File: src/rtl/fifo_arb_pkg.sv
// Shared types and helpers for the FIFO round-robin drain arbiter.
// Holds the arbiter state encoding, the statistics counter width and
// a cyclic-first search used by the round-robin picker.
package fifo_arb_pkg;

   typedef enum logic [0:0] {
      IDLE  = 1'b0,
      BURST = 1'b1
   } arb_state_t;

   localparam int STAT_W     = 32;
   localparam int MAX_PORTS  = 16;
   localparam int BEAT_CNT_W = 8;

   // Returns the first set index of req searching cyclically from last+1,
   // wrapping over n ports. Returns 0 when nothing is requested.
   function automatic int rr_next(input logic [MAX_PORTS-1:0] req,
                                  input int last,
                                  input int n);
      int   pick;
      int   idx;
      logic hit;
      pick = 0;
      idx  = 0;
      hit  = 1'b0;
      for (int k = 1; k <= MAX_PORTS; k++) begin
         idx = (last + k) % n;
         if (!hit && (k <= n) && req[idx]) begin
            pick = idx;
            hit  = 1'b1;
         end
      end
      return pick;
   endfunction

endpackage

File: src/rtl/fifo_rr_drain_arbiter_rr_pick.sv
// Combinational round-robin priority encoder: given a request vector and
// the previously granted index, returns the next requester in cyclic order.
// Reusable on the write side of other arbiters.
module rr_pick
   import fifo_arb_pkg::*;
#(
   parameter int N  = 4,
   parameter int PW = $clog2(N)
) (
   input  logic [N-1:0]  req_i,
   input  logic [PW-1:0] last_i,
   output logic [PW-1:0] idx_o,
   output logic          found_o
);

   logic [MAX_PORTS-1:0] reqWide;

   // Widen the request vector to the helper's fixed width and search from last+1.
   always_comb begin
      reqWide        = '0;
      reqWide[N-1:0] = req_i;
      idx_o          = PW'(rr_next(reqWide, int'(last_i), N));
      found_o        = |req_i;
   end

endmodule

File: src/rtl/fifo_rr_drain_arbiter.sv
// Round-robin drain arbiter: empties a bank of FWFT sync FIFOs into one
// registered valid/ready stream, tagging each beat with its source port.
// Beat mode releases after MAX_BURST pops or when the granted queue empties;
// packet mode holds the grant until a beat with bit DWIDTH-1 set is popped.
// Optional per-port beat and stall counters: define FIFO_ARB_STATS_EN.
module fifo_rr_drain_arbiter
   import fifo_arb_pkg::*;
#(
   parameter int NUM_PORTS = 4,
   parameter int DWIDTH    = 32,
   parameter int MAX_BURST = 8,
   parameter int PKT_MODE  = 0
) (
   input  logic                           clk,
   input  logic                           rst,
   input  logic [NUM_PORTS*DWIDTH-1:0]    q_rd_data,
   input  logic [NUM_PORTS-1:0]           q_rd_empty,
   output logic [NUM_PORTS-1:0]           q_rd_en,
`ifdef FIFO_ARB_STATS_EN
   input  logic                           stat_clr,
   output logic [NUM_PORTS*STAT_W-1:0]    stat_beats,
   output logic [STAT_W-1:0]              stat_stall,
`endif
   output logic [DWIDTH-1:0]              m_data,
   output logic [$clog2(NUM_PORTS)-1:0]   m_port,
   output logic                           m_valid,
   input  logic                           m_ready
);

   localparam int PW = $clog2(NUM_PORTS);
   localparam logic [BEAT_CNT_W-1:0] BURST_LAST = BEAT_CNT_W'(MAX_BURST - 1);
   localparam logic [BEAT_CNT_W-1:0] CNT_MAX    = {BEAT_CNT_W{1'b1}};

   arb_state_t              state_q, state_d;
   logic [PW-1:0]           grant_q, grant_d;
   logic [PW-1:0]           lastGrant_q, lastGrant_d;
   logic [BEAT_CNT_W-1:0]   beatCnt_q, beatCnt_d;
   logic                    mValid_q, mValid_d;
   logic [DWIDTH-1:0]       mData_q, mData_d;
   logic [PW-1:0]           mPort_q, mPort_d;

   logic [PW-1:0]           pickIdx;
   logic                    pickFound;
   logic                    canLoad;
   logic                    pop;
   logic                    grantEmpty;
   logic [DWIDTH-1:0]       grantData;

   rr_pick #(
      .N  (NUM_PORTS),
      .PW (PW)
   ) uPick (
      .req_i   (~q_rd_empty),
      .last_i  (lastGrant_q),
      .idx_o   (pickIdx),
      .found_o (pickFound)
   );

   assign canLoad    = ~mValid_q | m_ready;
   assign grantEmpty = q_rd_empty[grant_q];
   assign grantData  = q_rd_data[grant_q*DWIDTH +: DWIDTH];

   // Grant selection, pop strobe and burst release decisions.
   always_comb begin
      state_d     = state_q;
      grant_d     = grant_q;
      lastGrant_d = lastGrant_q;
      beatCnt_d   = beatCnt_q;
      pop         = 1'b0;
      q_rd_en     = '0;
      case (state_q)
         IDLE: begin
            if (pickFound) begin
               grant_d     = pickIdx;
               lastGrant_d = pickIdx;
               beatCnt_d   = '0;
               state_d     = BURST;
            end
         end
         BURST: begin
            pop              = canLoad & ~grantEmpty;
            q_rd_en[grant_q] = pop;
            if (pop && (beatCnt_q != CNT_MAX)) begin
               beatCnt_d = beatCnt_q + 1'b1;
            end
            if (PKT_MODE != 0) begin
               if (pop && grantData[DWIDTH-1]) begin
                  state_d = IDLE;
               end
            end else if ((pop && (beatCnt_q == BURST_LAST)) || grantEmpty) begin
               state_d = IDLE;
            end
         end
         default: state_d = IDLE;
      endcase
   end

   // Output register loads on a pop and drains when the consumer accepts.
   always_comb begin
      mValid_d = mValid_q;
      mData_d  = mData_q;
      mPort_d  = mPort_q;
      if (pop) begin
         mValid_d = 1'b1;
         mData_d  = grantData;
         mPort_d  = grant_q;
      end else if (m_ready) begin
         mValid_d = 1'b0;
      end
   end

   // State and output registers; reset drops any in-flight grant and beat.
   always_ff @(posedge clk) begin
      if (rst) begin
         state_q     <= IDLE;
         grant_q     <= '0;
         lastGrant_q <= PW'(NUM_PORTS - 1);
         beatCnt_q   <= '0;
         mValid_q    <= 1'b0;
         mData_q     <= '0;
         mPort_q     <= '0;
      end else begin
         state_q     <= state_d;
         grant_q     <= grant_d;
         lastGrant_q <= lastGrant_d;
         beatCnt_q   <= beatCnt_d;
         mValid_q    <= mValid_d;
         mData_q     <= mData_d;
         mPort_q     <= mPort_d;
      end
   end

   assign m_valid = mValid_q;
   assign m_data  = mData_q;
   assign m_port  = mPort_q;

`ifdef FIFO_ARB_STATS_EN
   logic [STAT_W-1:0] statBeats_q [NUM_PORTS];
   logic [STAT_W-1:0] statStall_q;

   // Per-port popped-beat counters and BURST stall counter; clear wins over count.
   always_ff @(posedge clk) begin
      if (rst || stat_clr) begin
         for (int i = 0; i < NUM_PORTS; i++) begin
            statBeats_q[i] <= '0;
         end
         statStall_q <= '0;
      end else begin
         if (pop) begin
            statBeats_q[grant_q] <= statBeats_q[grant_q] + 1'b1;
         end
         if ((state_q == BURST) && !pop) begin
            statStall_q <= statStall_q + 1'b1;
         end
      end
   end

   // Flatten the counter array onto the output bus.
   always_comb begin
      stat_beats = '0;
      for (int i = 0; i < NUM_PORTS; i++) begin
         stat_beats[i*STAT_W +: STAT_W] = statBeats_q[i];
      end
   end

   assign stat_stall = statStall_q;
`endif

endmodule
File: config.mk
export PLATFORM = sky130hd
export DESIGN_NAME = fifo_rr_drain_arbiter
export DESIGN_NICKNAME = d
export VERILOG_FILES = /design/src/rtl/fifo_arb_pkg.sv /design/src/rtl/fifo_rr_drain_arbiter_rr_pick.sv /design/src/rtl/fifo_rr_drain_arbiter.sv
export SDC_FILE = /design/constraint.sdc
export NUM_CORES = 1
export LEC_CHECK = 0
export ABC_CLOCK_PERIOD_IN_PS = 2300
export BUFFER_PORTS_ARGS = -buffer_cell sky130_fd_sc_hd__buf_2
export CORE_MARGIN = 5
export CORE_UTILIZATION = 44
export CTS_CLUSTER_DIAMETER = 60
export DETAILED_ROUTE_END_ITERATION = 8
export GPL_TIMING_DRIVEN = 0
export PLACE_DENSITY = 0.81
export SLEW_MARGIN = 0
export SYNTH_ARGS = -nofsm -noshare
export SYNTH_HDL_FRONTEND = slang
export SYNTH_HIERARCHICAL = 1
export SYNTH_SLANG_ARGS = --single-unit
File: constraint.sdc
create_clock -name clk -period 2.3 [get_ports clk]
set_clock_uncertainty 0.2 [all_clocks]
set_input_delay 0.69 -clock clk [delete_from_list [all_inputs] [get_ports clk]]
set_output_delay 0.69 -clock clk [all_outputs]
set_load 0.005 [all_outputs]
* Word-level counts from Yosys, hierarchy flattened
Index checks and enable logic that the tools add are counted. Widths: inputs -> output; s select.
Operators by class: add/sub/neg operators 5, order comparisons 6, eq/ne operators 4, shifts and indexed selects 1, mux-type cells 33, bitwise logic cells 11, reduce and logical (&&, ||, !) cells 18
Operators with widths (number):
- $shiftx 128x8->32 | 1
- $lt 3x6->1 const B | 4
- $mux 1 | 18
- $mux 8 | 2
- $pmux 8 s2 | 1
- $bmux 1 s3 | 4
- $add 8x1->8 const B | 1
- $eq 8x3->1 const B | 1
- $mux 2 | 4
- $ne 8x8->1 const B | 1
- $reduce_or 2->1 | 4
- $logic_and 1x1->1 | 6
- $add 2x1->2 const B | 2
- $add 2x2->2 const B | 2
- $and 1x1->1 const A | 4
- $and 4x4->4 | 1
- $mux 4 | 1
- $not 4->4 | 1
- $reduce_and 2->1 | 2
- $reduce_or 4->1 | 1
- $logic_not 1->1 | 3
- $lt 2x3->1 const B | 1
- $not 1->1 | 3
- $bmux 1 s2 | 1
- 9 further kinds | 9
Storage, ports and cells: flip-flop bits (word level) 48, input bits 135, output and inout port bits 39, logic and storage cells 85

* Depth between registers and ports, before layout
Gate-level depths: netlist of run 1.
depth after elaboration 16, gate-level depth with buffers 7, gate-level depth less buffers 7

* By module
Netlist of run 1, hierarchy kept.
Modules (own cells, without submodules):
- fifo_rr_drain_arbiter | instances 1, cells each 303, area an instance 2902.8 um2, sequential area each 960.9 um2
- rr_pick | instances 1, cells each 14, area an instance 81.3 um2, sequential area each 0.0 um2

* Worst setup path before layout of run 1
OpenSTA, ideal clock, no wires.
path type input-to-output, from in m_ready, to out q_rd_en[0], arrival time 1.538 ns, data required time 1.410 ns, setup slack -0.128 ns, stages 5, buffers on the path 2, path through nand2b_1 clkbuf_1 clkbuf_1 nand2_1 nor3_1
On the way: longest elaborated chain between the ends 4
RTL lines:
- from (decl) | RTL line fifo_rr_drain_arbiter.sv:27 | input logic m_ready
- $or 1x1->1 | RTL line fifo_rr_drain_arbiter.sv:59 | assign canLoad = ~mValid_q | m_ready;
- $and 1x1->1 | RTL line fifo_rr_drain_arbiter.sv:81 | pop = canLoad & ~grantEmpty;
- $and 4x4->4 (no line)
- $mux 4 | RTL line fifo_rr_drain_arbiter.sv:71 | case (state_q)
- to (decl) | RTL line fifo_rr_drain_arbiter.sv:18 | output logic [NUM_PORTS-1:0] q_rd_en,
Every way passes these cells.

* Worst setup path in the final report of run 1
from in q_rd_empty[2], to out q_rd_en[2]
On the way: longest elaborated chain between the ends 6
RTL lines:
- from (decl) | RTL line fifo_rr_drain_arbiter.sv:17 | input logic [NUM_PORTS-1:0] q_rd_empty,
- $bmux 1 s2 | RTL line fifo_rr_drain_arbiter.sv:60 | assign grantEmpty = q_rd_empty[grant_q];
- $mux 1 (implied by the code) | RTL line fifo_rr_drain_arbiter.sv:60
- $not 1->1 | RTL line fifo_rr_drain_arbiter.sv:81
- $and 1x1->1 | RTL line fifo_rr_drain_arbiter.sv:81
- $and 4x4->4 (no line)
- $mux 4 | RTL line fifo_rr_drain_arbiter.sv:71
Every way passes these cells. The select of a mux whose other input is x is not followed.

==> out/qor.csv, run 1 <==
metric;value;unit
status;finished, violations left;
failing checks;setup timing;
Core ar.;0.006681;sq mm
Filler cells;595;
clk root buf;clkbuf_8;
grt ovf;0;
DRT iter0 DRCs;188;
Layout area overhead;37.74;%
worst skew pair latency;0.30;ns
Clock Pin Slew Worst Setup and Hold Paths;0.09;ns
vias;3379;
YS warnings;6;
clock sink count;48;
Setup violations, final;2;
post-synthesis compound-gate area fraction;19.75;%
Max-slew headroom;58.41;%
Avg WL per Cell;17.30;microns
largest family of logic cells by synthesized area;multiplexers;
CP endpoint kind;output port;
ratio of cells with drive above 1 in the final layout;47.48;%
Initial Util;44.66;%
sw frac;30.69;%
EDFF count, synth;0;
biggest area consumer among synthesized cells;dfxtp_1;
total design power;2119;uW
Util after Layout;61.52;%
ant diodes;0;
Worst setup startpoint;q_rd_empty[2];
type of element launching the critical path;input port;
Cell Rows;30;
hold slack final;0.2771;ns
Critical Path AT;1.64;ns
synthesis-stage register bit count;48;
fmax;394.5;MHz
period utilization;110.2;%
Synth area leaders;dfxtp_1 (32%), mux4_2 (24%), a21oi_1 (7.5%);
setup_tns;-0.4624;ns
Clock Power Share;23.2;%
largest net degree at the start of global routing;18;
most common flop cell mapped by yosys;dfxtp_1;
CTS tree;yes;
HP Class;flip-flop to flip-flop;
CP required;1.41;ns
number of global-route vias before repair;3529;
critical path class;input port to output port;
most common cell after layout, fill and taps aside;buf_2;
Seq/Total Area, Yosys;32.20;%
Mapped Nets;453;
Seq pwr share;43.9;%
RSZ-0062 raised after global routing;true;
post-synth cell types;40;
final WL;9983;microns
Die Ht;92.36;microns
proportion of synthesized area in mux cells;25.32;%
Final Hold Vio Count;0;
die width;92.36;microns
post-synthesis xor/xnor area fraction;0;%
Final ANT Viol Nets;0;
Max Cap Violations;0;
DR DRC count;0;
syn_area_per_cell;9.414;sq um
most frequent cells in the layout;buf_2 (175), dfxtp_1 (47), a21oi_1 (45);
post-synth top area share;32.20;%
Post-layout nets;633;
Synth Area in Simple Gates;16.18;%
synthesized area;0.002984;sq mm
worst r2r src;grant_q[0];
Worst VDD drop;319.7;uV
hold_sp;m_data[21];
Gate power share;33.0;%
post-synthesis adder-cell area fraction;0.4193;%
post-place setup slack;-0.3442;ns
setup slack after layout;-0.2348;ns
die footprint;0.008529;sq mm
async set-reset flop share out of synthesis;0;%
Pre-antenna DRT Iters;4;
GRT Util Overall;23.67;%
first-pass GRT wire length;16370;microns
Pwr Density;515.5;mW/mm^2
vias per cell;5.856;
cells after synthesis;317;
port buffer count;173;
P_int;1468;uW
Pins Over Slew Limit;0;
H-tree levels;2;
final period demand of the worst path;2.535;ns
GP Congestion;0.8743;
initial antenna violation count;0;
net switching power;650.3;uW
Least-Margin Pin Slew;0.6082;ns
Clock Path Buffers;2;
Ports;174;
CTS buffer count;5;
worst-path fanout max;3;
Lkg Pwr;0.001758;uW
DP HPWL;7830;microns
-- cell usage after synthesis (3+ instances only) --
cell type / n
or4_1: 3
a21oi_1: 45
buf_2: 5
nor2b_1: 6
o311ai_0: 5
buf_4: 5
and4_1: 3
dfxtp_1: 48
nor2_1: 5
a31oi_1: 4
nand2_1: 17
inv_1: 9
nor3_1: 3
nand2b_1: 4
buf_1: 5
o21ai_0: 32
nand4_1: 4
clkbuf_1: 18
nand3_1: 36
nand3b_1: 3
mux4_2: 32
-- metal layers --
layer / up-vias / part of all wire (%) / GRT usage (%)
li1: 1582 / - / -
met1: 1623 / 37 / 26.83
met2: 150 / 53 / 43.38
met3: 24 / 6.9 / 5.199
met4: 0 / 2.7 / 8.416
met5: - / 0 / 0
-- final timing paths --
check | endpoint | slack, ns | depth (start not counted)
max | q_rd_en[2] | -0.23 | 5
min | m_data[21] | 0.28 | 2
max reg2reg | beatCnt_q[4] | 0.16 | 6
min reg2reg | m_data[21] | 0.28 | 2
-- flip-flops by register name, indices dropped and copies added, names as in the netlist --
name	flops
beatCnt_q	8
m_data	32
grant_q	2
m_port	2
m_valid	1
state_q	1
lastGrant_q	2
-- logic make-up (layout without fill, tap and decap cells) --
family | Yosys count | in the layout
AO/OA/AOI/OAI | 100 | 100
adder cells (fa/ha/maj) | 1 | 1
buffers and inverters | 42 | 222
flip-flops | 48 | 48
multiplexers | 35 | 35
AND/OR/NAND/NOR | 91 | 91
-- area by class of cell --
class	count	area, sq um	share of cell area (%)
clock inverters	2	12.51	0.3044
flip-flops and latches	48	962.2	23.41
inverters	9	33.78	0.8219
clock buffers	5	68.82	1.674
multi-input cells	227	1866	45.39
repair buffers	175	893.4	21.74
well taps	80	100.1	2.435
plain buffers	31	173.9	4.231
-- power by group through the flow --
stage / Sequential (uW) / Clock (uW) / Combinational [uW]
6_report: 929 / 490 / 699
5_1_grt: 938 / 534 / 766
4_1_cts: 927 / 493 / 691
3_5_place_dp: 945 / 0 / 679
3_3_place_gp: 942 / 0 / 660
2_1_floorplan: 946 / 0 / 416
-- worst max-delay path, cell delays in order --
cell and delay, ns:
buf_6 0.09, mux2_4 0.27, or3_4 0.36, nor2_2 0.10
buf_2 0.12
-- metrics by stage --
step	cells	instance area [sq um]
after global routing	577	4110
after CTS	577	4084
after global placement	570	3960
after floorplan	317	2994
final	577	4110
after detailed placement	570	3960
-- what timing repair did --
item,4_1_cts,5_1_grt
resized for setup,9,6
endpoints found under the setup margin,4,4
setup buffers,2,0
hold buffers,0,0
(Power assumes the default switching activity.)
==> inputs of run 2 (changes only) <==
--- a/config.mk
+++ b/config.mk
@@ -13,6 +13,7 @@
 export DETAILED_ROUTE_END_ITERATION = 8
 export GPL_TIMING_DRIVEN = 0
 export PLACE_DENSITY = 0.81
+export SETUP_SLACK_MARGIN = 0.5
 export SLEW_MARGIN = 0
 export SYNTH_ARGS = -nofsm -noshare
 export SYNTH_HDL_FRONTEND = slang
==> run 2 against run 1 <==
- the flow still finishes with violations (setup timing)
- final area up 16%
- non-clock buffer count up 19
- global-route usage up 1.1 points
- total power up 23%
- via count up 8.6%
- core utilization up 9.8 points
- wire length up 22%
- register-to-register slack worse by 0.44 ns
- sequential cell count unchanged
==> out/qor.csv, run 2 (same netlist as run 1, synthesis figures left out) <==
metric;value;unit;change
CP endpoint kind;flip-flop;;
worst-path fanout max;8;;+5
first-pass GRT wire length;17020;microns;+4.0%
Least-Margin Pin Slew;0.6786;ns;+0.07046 ns
Critical Path AT;2.57;ns;+0.93 ns
most frequent cells in the layout;buf_2 (173), dfxtp_1 (46), mux4_2 (32);;
Pre-antenna DRT Iters;6;;+2
Initial Util;44.66;%;unchanged
vias per cell;6.149;;+5.0%
die footprint;0.008529;sq mm;unchanged
crit path cell chain;buf_6, mux2_4, buf_4, buf_6, buf_6, buf_6, buf_6, a2bb2oi_2, buf_6, o311ai_1, a31oi_1;;
RSZ-0062 raised after global routing;true;;
critical path class;input port to flip-flop;;
Cell Rows;30;;unchanged
ant diodes;0;;unchanged
ratio of cells with drive above 1 in the final layout;61.12;%;+14 points
final WL;12170;microns;+22%
Avg WL per Cell;20.38;microns;+18%
GRT Util Overall;24.77;%;+1.1 points
vias;3671;;+8.6%
Ports;174;;unchanged
clk root buf;clkbuf_8;;
Storage cell area;965.9;sq um;+0.39%
final period demand of the worst path;2.611;ns;+0.07629 ns
DR DRC count;0;;unchanged
CTS tree;yes;;
port buffer count;173;;unchanged
Largest register FFs;32;;unchanged
Core ar.;0.006681;sq mm;unchanged
worst r2r src;grant_q[0];;
final instance area;0.004763;sq mm;+16%
Worst VDD drop;288.0;uV;-9.9%
die width;92.36;microns;unchanged
Post-layout nets;652;;+3.0%
slowest stage delay, CP;0.38;ns;+0.02 ns
setup slack after layout;-0.3111;ns;-0.07629 ns
hold_sp;m_data[12];;
Setup violations, final;44;;+42
CP required;2.26;ns;+0.85 ns
initial antenna violation count;0;;unchanged
most common cell after layout, fill and taps aside;buf_2;;
placed cell area;0.004000;sq mm;+1.0%
Max Cap Violations;0;;unchanged
Hold Buf Count CTS;0;;unchanged
Final ANT Viol Nets;0;;unchanged
clock sink count;48;;unchanged
fmax;383.0;MHz;-2.9%
hold slack final;0.2840;ns;+0.006932 ns
failing checks;setup timing;;
GP Congestion;0.8887;;+1.6%
Lkg Pwr;0.001992;uW;+13%
grt ovf;0;;unchanged
Layout area overhead;59.62;%;
DRT iter0 DRCs;381;;+100%
CP dominant cell by count;buf_6;;
HP Class;flip-flop to flip-flop;;
Pins Over Slew Limit;0;;unchanged
total design power;2615;uW;+23%
largest net degree at the start of global routing;17;;-1
type of element launching the critical path;input port;;
status;finished, violations left;;
DP HPWL;7941;microns;+1.4%
Clock Path Buffers;2;;unchanged
Pwr Density;549.0;mW/mm^2;+6.5%
CTS buffer count;5;;unchanged
Util after Layout;71.29;%;+9.8 points
Worst setup startpoint;q_rd_empty[2];;
H-tree levels;2;;unchanged
Multi-input gate area;0.002161;sq mm;+16%
setup_tns;-5.943;ns;-5.481 ns
Max-slew headroom;54.76;%;-3.6 points
Clock Pin Slew Worst Setup and Hold Paths;0.09;ns;about the same
R2R Setup Slk;-0.28;ns;-0.44 ns
worst skew pair latency;0.32;ns;+0.02 ns
CP max-delay cell;o311ai_1;;
Final Hold Vio Count;0;;unchanged
Die Ht;92.36;microns;unchanged
number of global-route vias before repair;3665;;+3.9%
period utilization;113.5;%;+3.3 points
Filler cells;475;;-20%
run 2: changes by cell type in the layout (fill, tap and decap cells not counted), sizes merged:
| cell | previous run | this run |
|---|---|---|
| clkinv | 1 | 0 |
| inv | 9 | 10 |
| buf | 190 | 207 |
| bufinv | 0 | 2 |
| clkbuf | 21 | 23 |
| clkinvlp | 1 | 0 |
run 2: power by group:
group	internal, uW	switching, uW	leakage (uW)
registers	893	41.3	0.000392
clock network	438	321	0.0000687
logic	488	434	0.00153
total	1820	796	0.00199
run 2: per-stage QoR:
stage | worst slack, ns | instances
2_1_floorplan | -0.01226 | 317
3_3_place_gp | -0.2724 | 570
3_5_place_dp | -0.2763 | 570
4_1_cts | -0.2762 | 587
5_1_grt | -0.3870 | 597
6_report | -0.3111 | 597
run 2: repair_timing:
item	in CTS	in global routing
pin swaps	7	31
buffers inserted	9	7
gates resized for setup	40	85
cloned	0	3
setup endpoints to repair	48	52
run 2: metal layers:
layer  GRT usage, %  up-vias  routed length, microns
met5              0        -                       0
met4          9.406        0                     434
met3          5.930       50                     913
met2          45.56      230                    6465
met1          27.38     1762                    4354
li1               -     1629                       -
run 2: critical path: cells and delay by family:
kind / cells / cell delay (ns)
buffers and inverters: 7 / 0.84
AOI/OAI and AO/OA: 3 / 0.75
muxes: 1 / 0.28
run 2: final cells by class:
| type | count | area share, % |
|---|---|---|
| Tap cell | 80 | 2.101 |
| Sequential cell | 48 | 20.28 |
| Buffer | 33 | 5.542 |
| Inverter | 9 | 0.7092 |
| Timing Repair Buffer | 192 | 23.12 |
| Clock inverter | 3 | 1.445 |
| Multi-Input combinational cell | 227 | 45.36 |
| Clock buffer | 5 | 1.445 |
run 2: final timing paths:
check | to | cells after the start
setup / recovery | beatCnt_q[7] | 11
hold / removal | m_data[12] | 2
setup reg to reg | beatCnt_q[7] | 10
hold reg to reg | m_data[12] | 2
==> inputs of run 3 (changes only) <==
--- a/config.mk
+++ b/config.mk
@@ -13,7 +13,7 @@
 export DETAILED_ROUTE_END_ITERATION = 8
 export GPL_TIMING_DRIVEN = 0
 export PLACE_DENSITY = 0.81
-export SETUP_SLACK_MARGIN = 0.5
+export SETUP_SLACK_MARGIN = 0.3
 export SLEW_MARGIN = 0
 export SYNTH_ARGS = -nofsm -noshare
 export SYNTH_HDL_FRONTEND = slang
==> run 3 against run 2 <==
- the flow still finishes with violations (setup timing)
- sequential power is essentially flat
- clock-buffer cell count is the same
- global-route usage shrank 1.9 points
- cell count shrank 2.2%
- combinational power shrank 19%
- wire length shrank 18%
- via count shrank 8.4%
- final area shrank 9.8%
- largest cell class unchanged
- largest power group unchanged
- highest routed layer unchanged
==> out/qor.csv, run 3 (same netlist as run 1, synthesis figures left out) <==
metric;value;unit;change
critical path class;input port to output port;;
post-place setup slack;-0.3088;ns;-0.03253 ns
Ports;174;;unchanged
Multi-input gate area;0.001941;sq mm;-10%
Filler cells;552;;+16%
ant diodes;0;;unchanged
Least-Margin Pin Slew;0.5593;ns;-0.1193 ns
Max Cap Violations;0;;unchanged
failing checks;setup timing;;
net switching power;692.4;uW;-13%
Storage cell area;963.4;sq um;-0.26%
total design power;2204;uW;-16%
initial antenna violation count;0;;unchanged
GP Congestion;0.8851;;-0.41%
Pre-antenna DRT Iters;5;;-1
die footprint;0.008529;sq mm;unchanged
Critical Path AT;1.65;ns;-0.92 ns
placed cell area;0.003979;sq mm;-0.53%
HP Class;flip-flop to flip-flop;;
number of global-route vias before repair;3412;;-6.9%
Gate power share;33.9;%;-1.4 points
H-tree levels;2;;unchanged
CP endpoint kind;output port;;
setup_tns;-0.4651;ns;+5.478 ns
Seq pwr share;42.2;%;+6.5 points
clk root buf;clkbuf_8;;
sw frac;31.41;%;+0.97 points
post-route insts no fill;584;;-2.2%
vias;3361;;-8.4%
RSZ-0062 raised after global routing;true;;
status;finished, violations left;;
CP required;1.41;ns;-0.85 ns
first-pass GRT wire length;15920;microns;-6.5%
period utilization;110.4;%;-3.2 points
port buffer count;173;;unchanged
Avg WL per Cell;17.05;microns;-16%
Lkg Pwr;0.001836;uW;-7.8%
grt ovf;0;;unchanged
CTS buffer count;5;;unchanged
final period demand of the worst path;2.538;ns;-0.07288 ns
Clock Path Buffers;2;;unchanged
P_int;1512;uW;-17%
Post-layout nets;639;;-2.0%
DR DRC count;0;;unchanged
DP HPWL;7724;microns;-2.7%
type of element launching the critical path;input port;;
Max-slew headroom;62.71;%;+8.0 points
Final Hold Vio Count;0;;unchanged
setup slack after layout;-0.2382;ns;+0.07288 ns
Final ANT Viol Nets;0;;unchanged
vias per cell;5.755;;-6.4%
Clock Power Share;23.9;%;-5.1 points
Worst VDD drop;247.9;uV;-14%
CTS tree;yes;;
Pwr Density;513.0;mW/mm^2;-6.6%
fmax;394.0;MHz;+2.9%
Die Ht;92.36;microns;unchanged
final WL;9957;microns;-18%
largest net degree at the start of global routing;17;;unchanged
clock sink count;48;;unchanged
ratio of cells with drive above 1 in the final layout;51.39;%;-9.7 points
Pins Over Slew Limit;0;;unchanged
DRT iter0 DRCs;229;;-40%
Initial Util;44.66;%;unchanged
final instance area;0.004297;sq mm;-9.8%
Cell Rows;30;;unchanged
placed instance count;570;;unchanged
most frequent cells in the layout;buf_2 (172), dfxtp_1 (46), a21oi_1 (45);;
worst skew pair latency;0.30;ns;-0.02 ns
Clock Pin Slew Worst Setup and Hold Paths;0.09;ns;about the same
die width;92.36;microns;unchanged
Setup violations, final;2;;-95%
Largest register FFs;32;;unchanged
GRT Util Overall;22.90;%;-1.9 points
Core ar.;0.006681;sq mm;unchanged
Layout area overhead;43.98;%;
most common cell after layout, fill and taps aside;buf_2;;
worst-path fanout max;3;;-5
[run 3: worst paths after layout]
check                                   start            to  slack (ns)  cells after the start
worst min register to register      m_data[0]     m_data[0]        0.28                      2
worst max-delay path            q_rd_empty[2]    q_rd_en[3]       -0.24                      5
worst max register to register     grant_q[0]  beatCnt_q[6]        0.25                      7
worst min-delay path                m_data[0]     m_data[0]        0.28                      2
[run 3: cell type report]
| class | count | share of cell area, % |
|---|---|---|
| buffer | 33 | 5.446 |
| clock buffer | 5 | 1.602 |
| clock inverter | 3 | 0.5242 |
| inverter | 9 | 0.7863 |
| multi-input combinational | 227 | 45.17 |
| sequential | 48 | 22.42 |
| tap | 80 | 2.330 |
| timing repair buffer | 179 | 21.72 |
[run 3: per-stage QoR]
| step | util, % | hold slack (ns) |
|---|---|---|
| after floorplan | - | 0.2527 |
| after global placement | 59.55 | 0.2538 |
| after detailed placement | 59.55 | 0.2647 |
| after CTS | 63.00 | 0.2767 |
| after global routing | 64.31 | 0.2979 |
| final | 64.31 | 0.2772 |
[run 3: worst max-delay path, cell delays in order]
cell and delay (ns):
buf_6 0.09, mux2_4 0.28, or3_4 0.36, nor2_1 0.11, buf_2 0.12
[run 3: routing by layer]
metal | part of all wire, % | GRT usage (%)
met3 | 7.5 | 4.630
met1 | 38 | 26.61
met2 | 53 | 42.24
met5 | 0 | 0
met4 | 1.6 | 6.683
[run 3: power groups by stage]
stage                     Combinational (uW)  Clock (uW)  Sequential (uW)
after floorplan                          421           0              947
after global placement                   665           0              941
after detailed placement                 685           0              945
after CTS                                720         523              928
after global routing                     815         562              939
final                                    746         527              931
[run 3: what timing repair did]
action | CTS | global route
endpoints found under the setup margin | 7 | 46
buffers inserted | 4 | 2
resized for setup | 22 | 40
endpoints found under the hold margin | 0 | 0
hold buffers | 0 | 0
pin swaps | 2 | 3
